### src/rtl/auth_msg_serializer_pkg.sv
// Shared constants, state encoding and helpers for the auth message serializer.
// Header is {version, command, param1, param2}, sent MSB-first.
package auth_msg_serializer_pkg;

  localparam int SIZE_OF_HEADER_VARS     = 8;
  localparam int SIZE_OF_HEADER_IN_BYTES = 4;
  localparam int HDR_W = SIZE_OF_HEADER_VARS * SIZE_OF_HEADER_IN_BYTES;

  localparam logic [7:0] PROTOCOL_VERSION = 8'h01;
  localparam logic [7:0] ERROR_RESP_CMD   = 8'h7F;

  localparam int AUTH_MAX_PAYLOAD = 256;
  localparam int AUTH_LEN_W       = 9;

  typedef enum logic [2:0] {
    ST_IDLE  = 3'd0,
    ST_HDR   = 3'd1,
    ST_FETCH = 3'd2,
    ST_WAIT  = 3'd3,
    ST_SEND  = 3'd4,
    ST_DONE  = 3'd5
  } ser_state_e;

  function automatic logic [7:0] hdr_byte(
    input logic [HDR_W-1:0] h,
    input logic [1:0]       k
  );
    logic [7:0] b;
    b = 8'h00;
    unique case (k)
      2'd0: b = h[31:24];
      2'd1: b = h[23:16];
      2'd2: b = h[15:8];
      2'd3: b = h[7:0];
    endcase
    return b;
  endfunction

endpackage

### src/rtl/auth_msg_serializer.sv
// Serializes a latched 4-byte header plus buffered payload into a
// valid/ready byte stream; one message in flight at a time.
module auth_msg_serializer
  import auth_msg_serializer_pkg::*;
#(
  parameter int MAX_PAYLOAD = AUTH_MAX_PAYLOAD,
  parameter int LEN_W       = AUTH_LEN_W
) (
  input  logic             clk,
  input  logic             reset_n,
  input  logic             MSG_ready,
  input  logic [HDR_W-1:0] header,
  input  logic [LEN_W-1:0] payload_len,
  output logic             payload_rd_en,
  output logic [LEN_W-1:0] payload_addr,
  input  logic [7:0]       payload_rd_data,
  output logic [7:0]       tx_data,
  output logic             tx_valid,
  output logic             tx_last,
  input  logic             tx_ready,
  output logic             busy,
  output logic             msg_done,
  output logic             len_error,
  output logic             drop
);

  ser_state_e       state_q, state_d;
  logic             msg_ready_q, msg_ready_d;
  logic [HDR_W-1:0] hdr_q, hdr_d;
  logic [LEN_W-1:0] len_q, len_d;
  logic [LEN_W-1:0] cnt_q, cnt_d;
  logic [1:0]       idx_q, idx_d;
  logic [LEN_W-1:0] addr_q, addr_d;
  logic [7:0]       data_q, data_d;
  logic             valid_q, valid_d;
  logic             last_q, last_d;
  logic             rd_en_q, rd_en_d;
  logic             busy_q, busy_d;
  logic             done_q, done_d;
  logic             lerr_q, lerr_d;
  logic             drop_q, drop_d;

  logic start_edge;
  logic pay_last;

  assign start_edge = MSG_ready && !msg_ready_q;
  assign pay_last   = (cnt_q == len_q - 1'b1);

  always_comb begin
    state_d     = state_q;
    msg_ready_d = MSG_ready;
    hdr_d       = hdr_q;
    len_d       = len_q;
    cnt_d       = cnt_q;
    idx_d       = idx_q;
    addr_d      = addr_q;
    data_d      = data_q;
    valid_d     = valid_q;
    last_d      = last_q;
    busy_d      = busy_q;
    rd_en_d     = 1'b0;
    done_d      = 1'b0;
    lerr_d      = 1'b0;
    drop_d      = start_edge && (state_q != ST_IDLE);

    unique case (state_q)
      ST_IDLE: begin
        busy_d  = 1'b0;
        valid_d = 1'b0;
        last_d  = 1'b0;
        data_d  = 8'h00;
        if (start_edge) begin
          hdr_d = header;
          len_d = payload_len;
          cnt_d = '0;
          idx_d = 2'd0;
          if (payload_len > LEN_W'(MAX_PAYLOAD)) begin
            lerr_d = 1'b1;
          end else begin
            state_d = ST_HDR;
            busy_d  = 1'b1;
            valid_d = 1'b1;
            data_d  = header[31:24];
          end
        end
      end
      ST_HDR: begin
        if (tx_ready) begin
          if (idx_q == 2'd3) begin
            valid_d = 1'b0;
            last_d  = 1'b0;
            data_d  = 8'h00;
            if (len_q == '0) begin
              state_d = ST_DONE;
              done_d  = 1'b1;
            end else begin
              state_d = ST_FETCH;
              rd_en_d = 1'b1;
              addr_d  = cnt_q;
            end
          end else begin
            idx_d  = idx_q + 2'd1;
            data_d = hdr_byte(hdr_q, idx_q + 2'd1);
            last_d = (idx_q == 2'd2) && (len_q == '0);
          end
        end
      end
      ST_FETCH: state_d = ST_WAIT;
      // Buffer data arrives the cycle after the strobe.
      ST_WAIT: begin
        state_d = ST_SEND;
        data_d  = payload_rd_data;
        valid_d = 1'b1;
        last_d  = pay_last;
      end
      ST_SEND: begin
        if (tx_ready) begin
          valid_d = 1'b0;
          last_d  = 1'b0;
          data_d  = 8'h00;
          cnt_d   = cnt_q + 1'b1;
          if (pay_last) begin
            state_d = ST_DONE;
            done_d  = 1'b1;
          end else begin
            state_d = ST_FETCH;
            rd_en_d = 1'b1;
            addr_d  = cnt_q + 1'b1;
          end
        end
      end
      ST_DONE: begin
        state_d = ST_IDLE;
        busy_d  = 1'b0;
      end
      default: state_d = ST_IDLE;
    endcase
  end

  always_ff @(posedge clk or negedge reset_n) begin
    if (!reset_n) begin
      state_q     <= ST_IDLE;
      msg_ready_q <= 1'b0;
      hdr_q       <= '0;
      len_q       <= '0;
      cnt_q       <= '0;
      idx_q       <= 2'd0;
      addr_q      <= '0;
      data_q      <= 8'h00;
      valid_q     <= 1'b0;
      last_q      <= 1'b0;
      rd_en_q     <= 1'b0;
      busy_q      <= 1'b0;
      done_q      <= 1'b0;
      lerr_q      <= 1'b0;
      drop_q      <= 1'b0;
    end else begin
      state_q     <= state_d;
      msg_ready_q <= msg_ready_d;
      hdr_q       <= hdr_d;
      len_q       <= len_d;
      cnt_q       <= cnt_d;
      idx_q       <= idx_d;
      addr_q      <= addr_d;
      data_q      <= data_d;
      valid_q     <= valid_d;
      last_q      <= last_d;
      rd_en_q     <= rd_en_d;
      busy_q      <= busy_d;
      done_q      <= done_d;
      lerr_q      <= lerr_d;
      drop_q      <= drop_d;
    end
  end

  assign payload_rd_en = rd_en_q;
  assign payload_addr  = addr_q;
  assign tx_data       = data_q;
  assign tx_valid      = valid_q;
  assign tx_last       = last_q;
  assign busy          = busy_q;
  assign msg_done      = done_q;
  assign len_error     = lerr_q;
  assign drop          = drop_q;

endmodule

### config.mk
export PLATFORM = sky130hd
export DESIGN_NAME = auth_msg_serializer
export DESIGN_NICKNAME = d
export VERILOG_FILES = /design/src/rtl/auth_msg_serializer_pkg.sv /design/src/rtl/auth_msg_serializer.sv
export SDC_FILE = /design/constraint.sdc
export NUM_CORES = 1
export LEC_CHECK = 0
export ABC_AREA = 0
export CAP_MARGIN = 15
export CORE_ASPECT_RATIO = 1.5
export CORE_UTILIZATION = 51
export CTS_CLUSTER_SIZE = 25
export DETAILED_ROUTE_END_ITERATION = 8
export PLACE_DENSITY = 0.89
export SYNTH_ARGS = -nofsm -noshare
export SYNTH_HDL_FRONTEND = slang
export SYNTH_SLANG_ARGS = --single-unit
### constraint.sdc
create_clock -name clk -period 3.6 [get_ports clk]
set_input_delay 0.72 -clock clk [delete_from_list [all_inputs] [get_ports clk]]
set_output_delay 0.72 -clock clk [all_outputs]
set_load 0.05 [all_outputs]
## After elaboration in Yosys (flattened, before gate mapping)

Cells that the tools add are included.

| storage, ports and cells | value |
|---|---|
| register bits after elaboration | 80 |
| input bits | 53 |
| output and inout bits | 24 |
| logic and storage cells | 111 |

| operators by class | value |
|---|---|
| add/subtract/negate cells | 3 |
| $lt $le $gt $ge | 1 |
| equality and inequality tests | 19 |
| muxes and demuxes | 53 |
| reduce and logical (&&, ||, !) cells | 20 |

Operators by type and width:

| operator | number |
|---|---|
| case mux 8 bit (4 select lines) | 2 |
| two-way mux 9 bit | 7 |
| two-way mux 8 bit | 5 |
| case mux 9 bit (2 select lines) | 2 |
| two-way mux 3 bit | 7 |
| two-way mux 1 bit | 20 |
| inequality test 2 bit, second input constant | 8 |
| case mux 3 bit (5 select lines) | 1 |
| adder 9 x 1 -> 9 bit, second input constant | 1 |
| equality test 9 bit | 1 |
| > comparator 9 bit, second input constant | 1 |
| zero test 9 bit | 1 |
| subtractor 9 x 1 -> 9 bit, second input constant | 1 |
| equality test 2 bit, second input constant | 4 |
| case mux 1 bit (4 select lines) | 2 |
| AND reduction 4 bit | 2 |
| nonzero test 2 bit | 4 |
| equality test 3 x 2 -> 1 bit, second input constant | 2 |
| equality test 3 bit, second input constant | 2 |
| two-way mux 2 bit | 3 |
| case mux 1 bit (2 select lines) | 3 |
| AND reduction 3 bit | 2 |
| AND reduction 6 bit | 1 |
| AND reduction 5 bit | 1 |
| other kinds (11) | 13 |

## Longest topological paths before layout

Gate-level depths: netlist of the first run.

| logic depth | value |
|---|---|
| depth in word-level cells | 6 |
| depth in mapped cells | 10 |

## Worst setup path before layout of the first run

No wires, ideal clock.

| timing path | value |
|---|---|
| kind | register -> register |
| start | register len_q[0] |
| end | register addr_q[4] (netlist: payload_addr[4]) |
| library setup time | 0.125 ns |
| data arrival time | 2.431 ns |
| slack | 1.044 ns |
| stages on the path, launching flop included | 9 |
| buffers on the path | 1 |
| cells stage by stage | dfrtp_1 or4_4 or3_1 a21boi_1 o2111ai_2 nor4b_4 nor2b_2 buf_6 mux2_4 |

| between the ends | value |
|---|---|
| word-level cells in the longest chain between the ends | 4 |
| elaborated cells on any way between the ends | 6 |
| those cells by class | add/sub: 1; eq/ne: 3; reduce/logical: 2 |

Ends and longest elaborated chain:

| element | RTL line | text |
|---|---|---|
| from (decl) | auth_msg_serializer.sv:30 | `logic [LEN_W-1:0] len_q, len_d;` |
| from (signal assigned) | auth_msg_serializer.sv:161 | `len_q <= len_d;` |
| subtractor 9 x 1 -> 9 bit | auth_msg_serializer.sv:47 | `assign pay_last = (cnt_q == len_q - 1'b1);` |
| equality test 9 bit | auth_msg_serializer.sv:47 |  |
| inequality test 2 bit (no source line) | n/a |  |
| AND reduction 6 bit (no source line) * | n/a |  |
| to (signal assigned) | auth_msg_serializer.sv:164 | `addr_q <= addr_d;` |
| to (decl) | auth_msg_serializer.sv:33 | `logic [LEN_W-1:0] addr_q, addr_d;` |

Mark *: on every way between the ends. The rest lies on a longest branch, timed or not.
A chain may end at the register's enable or synchronous reset.

## Final worst setup path of the first run

| timing path | value |
|---|---|
| start | input tx_ready |
| end | register addr_q[8] (netlist: payload_addr[8]) |

| between the ends | value |
|---|---|
| word-level cells in the longest chain between the ends | 2 |
| elaborated cells on any way between the ends | 3 |
| those cells by class | eq/ne: 2; reduce/logical: 1 |

Ends and longest elaborated chain:

| element | RTL line | text |
|---|---|---|
| from (decl) | auth_msg_serializer.sv:20 | `input logic tx_ready,` |
| inequality test 2 bit (no source line) | n/a |  |
| AND reduction 6 bit (no source line) * | n/a |  |

Marked as above.

==> metrics, run 1 <==
status finished clean; syn_area_per_cell 10.3 um^2; top-level port count 77; CTS Hold Bufs 0; CP max stage delay 0.74 ns; row cnt 38; Netlist Area Pre-Place 3760 um^2; final hold violations 0; Crit Path Max Fanout 12; post-route minimum period 2.79 ns; initial antenna violation count 0; Sw Ratio 40.4%; Yosys top cell by area dfrtp_1; async set-or-reset flop fraction in the synthesized netlist 100%; WP data required 3.83 ns; Area contributors post-synth dfrtp_1, mux2_2, nor2_1; PnR Total Power 0.00397 W; top_reg_cell synth dfrtp_1; Netlist cell types 53; full die area 7730 um^2; largest net degree at the start of global routing 44; vias in the first global route 3217; Mapped Nets 425; Synth warnings 0; antenna fix cells 0; Total GRT Usage 26.2%; Pleak 2.03 nW; post-synth top area share 47.9%; reg2reg path depth 7; first-pass GRT wire length 15.4 mm; worst-margin pin slew 0.635 ns; Critical Path Source Type input port; GR Overflow Total 0; port buffer count 76; clk slew on worst S/H paths 0.07 ns; Starting Density 52.4%; fin. max-slew vios 0; Final nets 498; CTS Buf Count 9; most frequent cells in the layout clkdlybuf4s50_1, dfrtp_1, nor2_1, mux2_2, nand2_1; Peak VDD IR 0.000647 V; Combinational Power Share 46.9%; # clock sinks 72; CP Data Arrival Time 3.02 ns; r2r startpoint len_q[0]; Fillers 541; crit share post-route 77.5%; drt total wl 9.09 mm; most common cell after layout, fill and taps aside clkdlybuf4s50_1; Reg-to-Reg End payload_addr[8]; HP Class input port to asynchronous set/reset pin; Setup CP Type input port to register; die height 107 um; H-tree levels 3; Post-synth EDFFs 0; First-pass DRT Iterations 5; Worst Clk Skew 0.00794 ns; DR vias/cell 5.82; # setup viols final 0; share of layout cells above drive strength 1 15.8%; Area growth, synth to finish 28.6%; register area share after synthesis 47.9%; Root Buffer clkbuf_8; worst-path cell chain clkdlybuf4s50_1 > nor2b_1 > o21ai_0 > a21oi_1 > buf_4 > nor2b_2 > mux2_4; Slew HR 57.6%; power share of the clock group 17.7%; CTS tree yes; cell-internal power 0.00237 W; GPL Wtd Cong 0.910; DR iter-0 viols 242; Cells after Synth 365; Post-CTS Resized 0; Max Cap Violations 0; clock buffer depth 2; via count 3156; wire per inst 16.8 um; Critical Path Slowest Stage Cell clkdlybuf4s50_1; Fmax 0.358 GHz; hpwl dp 6.78 mm; end-of-flow core utilization 67.4%; Post-DRT Antenna Nets 0; core area 7180 um^2; Sw Pwr 0.00160 W; setup TNS 0 ns; Die W 72.1 um; post-CTS setup buffers 0; DP Worst Slack 0.485 ns; unrepaired setup endpoints after global routing no; Clk Latency, worst-skew pair 0.35 ns; reg2reg setup slack 0.82 ns; Setup crit end kind register; Power Dens Cells 821 nW/um^2; FF+latch count, synth 72; worst setup margin 0.809 ns; Reg power frac 35.3%; drt drc 0
==> critical path, delay by kind of cell <==
| kind | cells | cell delay (ns) |
|---|---|---|
| and+or+nand+nor | 2 | 0.68 |
| muxes | 1 | 0.35 |
| buffers and inverters | 2 | 0.91 |
| AOI/OAI and AO/OA | 2 | 0.37 |
==> synthesized netlist by cell type (3+ instances only) <==
| library cell | count |
|---|---|
| dfrtp_1 | 72 |
| nor2_1 | 38 |
| mux2_2 | 35 |
| nand2_1 | 23 |
| a21oi_1 | 22 |
| o21ai_0 | 19 |
| clkbuf_1 | 18 |
| nand3_1 | 11 |
| nor3_1 | 10 |
| a221oi_1 | 9 |
| inv_1 | 9 |
| a222oi_1 | 8 |
| ha_1 | 7 |
| nor2b_1 | 7 |
| xor2_1 | 7 |
| xnor2_1 | 5 |
| a31oi_1 | 4 |
| and2_1 | 4 |
| nor3b_1 | 4 |
| buf_2 | 3 |
| mux2_4 | 3 |
| mux2i_1 | 3 |
| nand2b_1 | 3 |
==> sequential cells by signal, summed over array words and instances (netlist names) <==
signal	count
busy	1
cnt_q	9
drop	1
hdr_q	24
idx_q	2
len_error	1
len_q	9
msg_done	1
msg_ready_q	1
payload_addr	9
payload_rd_en	1
state_q	3
tx_data	8
tx_last	1
tx_valid	1
==> power by group through the flow <==
stage	Combinational [W]	Sequential, W	Clock (W)
after floorplan	0.00105	0.00165	0
after global placement	0.00178	0.00140	0
after CTS	0.00187	0.00140	0.000716
after detailed placement	0.00185	0.00141	0
final	0.00186	0.00140	0.000705
after global routing	0.00202	0.00145	0.000756
==> through the flow <==
stage	instances	area, um^2	hold slack [ns]
after detailed placement	527	4620	0.479
final	542	4840	0.198
after floorplan	365	3760	0.424
after CTS	542	4840	0.197
after global routing	542	4840	0.191
after global placement	527	4620	0.484
==> area by class of cell <==
cell class	instances	area, um^2	share of cell area [%]
Clock inverter	3	65.1	1.34
Inverter	10	37.5	0.776
Clock buffer	12	155	3.21
Sequential cell	72	1800	37.2
Timing Repair Buffer	86	831	17.2
Multi-Input combinational cell	259	1820	37.7
Tap cell	100	125	2.59
==> kinds of logic after synthesis <==
kind of cell / synth area share, %
mux: 12.5
flops: 47.9
simple gates: 15.4
xor+xnor: 2.79
buf+inv: 3.69
compound gates: 15.4
fa+ha+maj: 2.33
==> how the worst max path moves through the flow <==
stage / startpoint / end / cells past startpoint
global placement: tx_ready / payload_addr[4] / 7
global route: tx_ready / payload_addr[8] / 7
finish: tx_ready / payload_addr[8] / 7
floorplan: len_q[0] / payload_addr[4] / 8
CTS: len_q[0] / payload_addr[8] / 7
detailed placement: tx_ready / payload_addr[8] / 7
==> metal layers <==
| metal | track usage [%] | up-vias | part of all wire (%) |
|---|---|---|---|
| met5 | 0 | - | 0 |
| met4 | 11.9 | 0 | 3.7 |
| met3 | 6.30 | 32 | 4.7 |
| met2 | 46.5 | 133 | 55 |
| met1 | 29.1 | 1528 | 37 |
| li1 | - | 1463 | - |
No activity file was read; power rests on OpenSTA's default activity.
==> run 2: changes to the inputs <==
- clock period: 3.6 -> 2.6 ns (I/O delays scaled with it)
==> run 2 against run 1 <==
Compared with the run above:
- register-to-register slack got worse by 0.81 ns
- die area unchanged
- critical path depth increased by 1
- routed wire length increased by 5.7%
- sequential share of layout area decreased by 1.4 points
- combinational power increased by 53%
- count of clock-buffer cells in the layout decreased by 3
- final area increased by 4.0%
- global-route usage increased by 0.59 points
- cell count increased by 3.5%
- non-clock buffer count increased by 18
- total power increased by 45%
- critical path type is now register to register
- largest cell class unchanged
- highest routed layer unchanged
==> metrics, run 2 (synthesis results as in run 1) <==
Die W 72.1 um; H-tree levels 3; WP data required 2.85 ns; Buf/Inv on CP 1; CTS tree yes; most common cell after layout, fill and taps aside clkdlybuf4s50_1; Critical Path Slowest Stage Cell or4_4; Root Buffer clkbuf_8; Crit Path Max Fanout 6; Reg-to-Reg End payload_addr[7]; fin. max-slew vios 0; # clock sinks 72; Starting Density 52.4%; largest net degree at the start of global routing 47; Critical Path Source Type register; Setup CP Type register to register; r2r startpoint len_q[3]; worst-margin pin slew 0.592 ns; DR iter-0 viols 236; gr busiest metal met2; design area 5030 um^2; DR vias/cell 5.92; hpwl dp 6.89 mm; status finished clean; final hold violations 0; die height 107 um; clk slew on worst S/H paths 0.08 ns; drt drc 0; wire per inst 17.1 um; First-pass DRT Iterations 5; post-route minimum period 2.59 ns; Crit. path cell count 8; Worst Clk Skew 0.00518 ns; antenna fix cells 0; CP Data Arrival Time 2.84 ns; core area 7180 um^2; worst-path cell chain or4_4 > or3_1 > a21boi_2 > o2111ai_4 > nor4b_4 > nor2b_4 > buf_6 > o21a_1; Pleak 2.12 nW; first-pass GRT wire length 15.9 mm; via count 3319; Clk Latency, worst-skew pair 0.35 ns; crit share post-route 99.6%; initial antenna violation count 0; # setup viols final 0; number of flip-flops under the largest register name 24; end-of-flow core utilization 70.1%; CP top delay family simple AND/OR/NAND/NOR gates; port buffer count 76; HP Class input port to asynchronous set/reset pin; Inst Count DP 544; Final nets 516; top-level port count 77; Peak VDD IR 0.000817 V; Area growth, synth to finish 33.7%; reg2reg setup slack 0.01 ns; GPL Wtd Cong 0.890; reg2reg path depth 8; met1 usage 28.9%; CP max stage delay 0.56 ns; Max Cap Violations 0; Fmax 0.386 GHz; most frequent cells in the layout clkdlybuf4s50_1, dfrtp_1, nor2_1, mux2_2, buf_4; fin cells 561; Slew HR 60.5%; Power Dens Cells 1140 nW/um^2; CP startpoint len_q[3]; Setup crit end payload_addr[7]; Setup crit end kind register; full die area 7730 um^2; Total GRT Usage 26.8%; drt total wl 9.61 mm; vias in the first global route 3384; Post-DRT Antenna Nets 0; GR Overflow Total 0; clock buffer depth 2; GRT met3 Usage 5.08%; Most flops, register hdr_q; dpl cell area 4750 um^2; GR Util met2 48.3%; CTS Hold Bufs 0; row cnt 38; CTS Buf Count 9; share of layout cells above drive strength 1 20.8%; setup TNS 0 ns
-- run 2: area by class of cell --
class | instances | area [um^2]
Timing Repair Buffer | 104 | 970
Fill cell | 501 | 2150
Clock inverter | 7 | 101
Clock buffer | 9 | 124
Sequential cell | 72 | 1800
Inverter | 10 | 37.5
Multi-Input combinational cell | 259 | 1870
Tap cell | 100 | 125
-- run 2: per-stage QoR --
step	total power, W	hold WS [ns]	setup slack, ns
floorplan	0.00374	0.224	0.0438
global placement	0.00450	0.480	0.0362
detailed placement	0.00463	0.495	-0.0767
CTS	0.00566	0.176	0.0324
global route	0.00605	0.199	-0.0494
finish	0.00574	0.165	0.00974
-- run 2: repair_timing --
item / in CTS / in global routing
pin swaps: 0 / 5
setup buffers: 0 / 1
gates resized for setup: 1 / 10
endpoints found under the setup margin: 2 / 9
-- run 2: worst min path at each step --
stage / cells past startpoint / end / from
finish: 2 / payload_addr[8] / reset_n
global route: 2 / hdr_q[12] / reset_n
detailed placement: 1 / hdr_q[21] / hdr_q[21]
CTS: 2 / hdr_q[4] / reset_n
global placement: 1 / payload_addr[7] / payload_addr[7]
floorplan: 0 / busy / reset_n
-- run 2: power breakdown --
group	internal (W)	switching, W
registers	0.00157	0.000329
clock network	0.000550	0.000453
logic	0.00123	0.00161
total	0.00335	0.00239
-- run 2: per-layer routing --
layer	share of wire, %	wire length (um)
met5	0	0
met4	4.5	431
met3	4.4	425
met2	54	5200
met1	37	3560
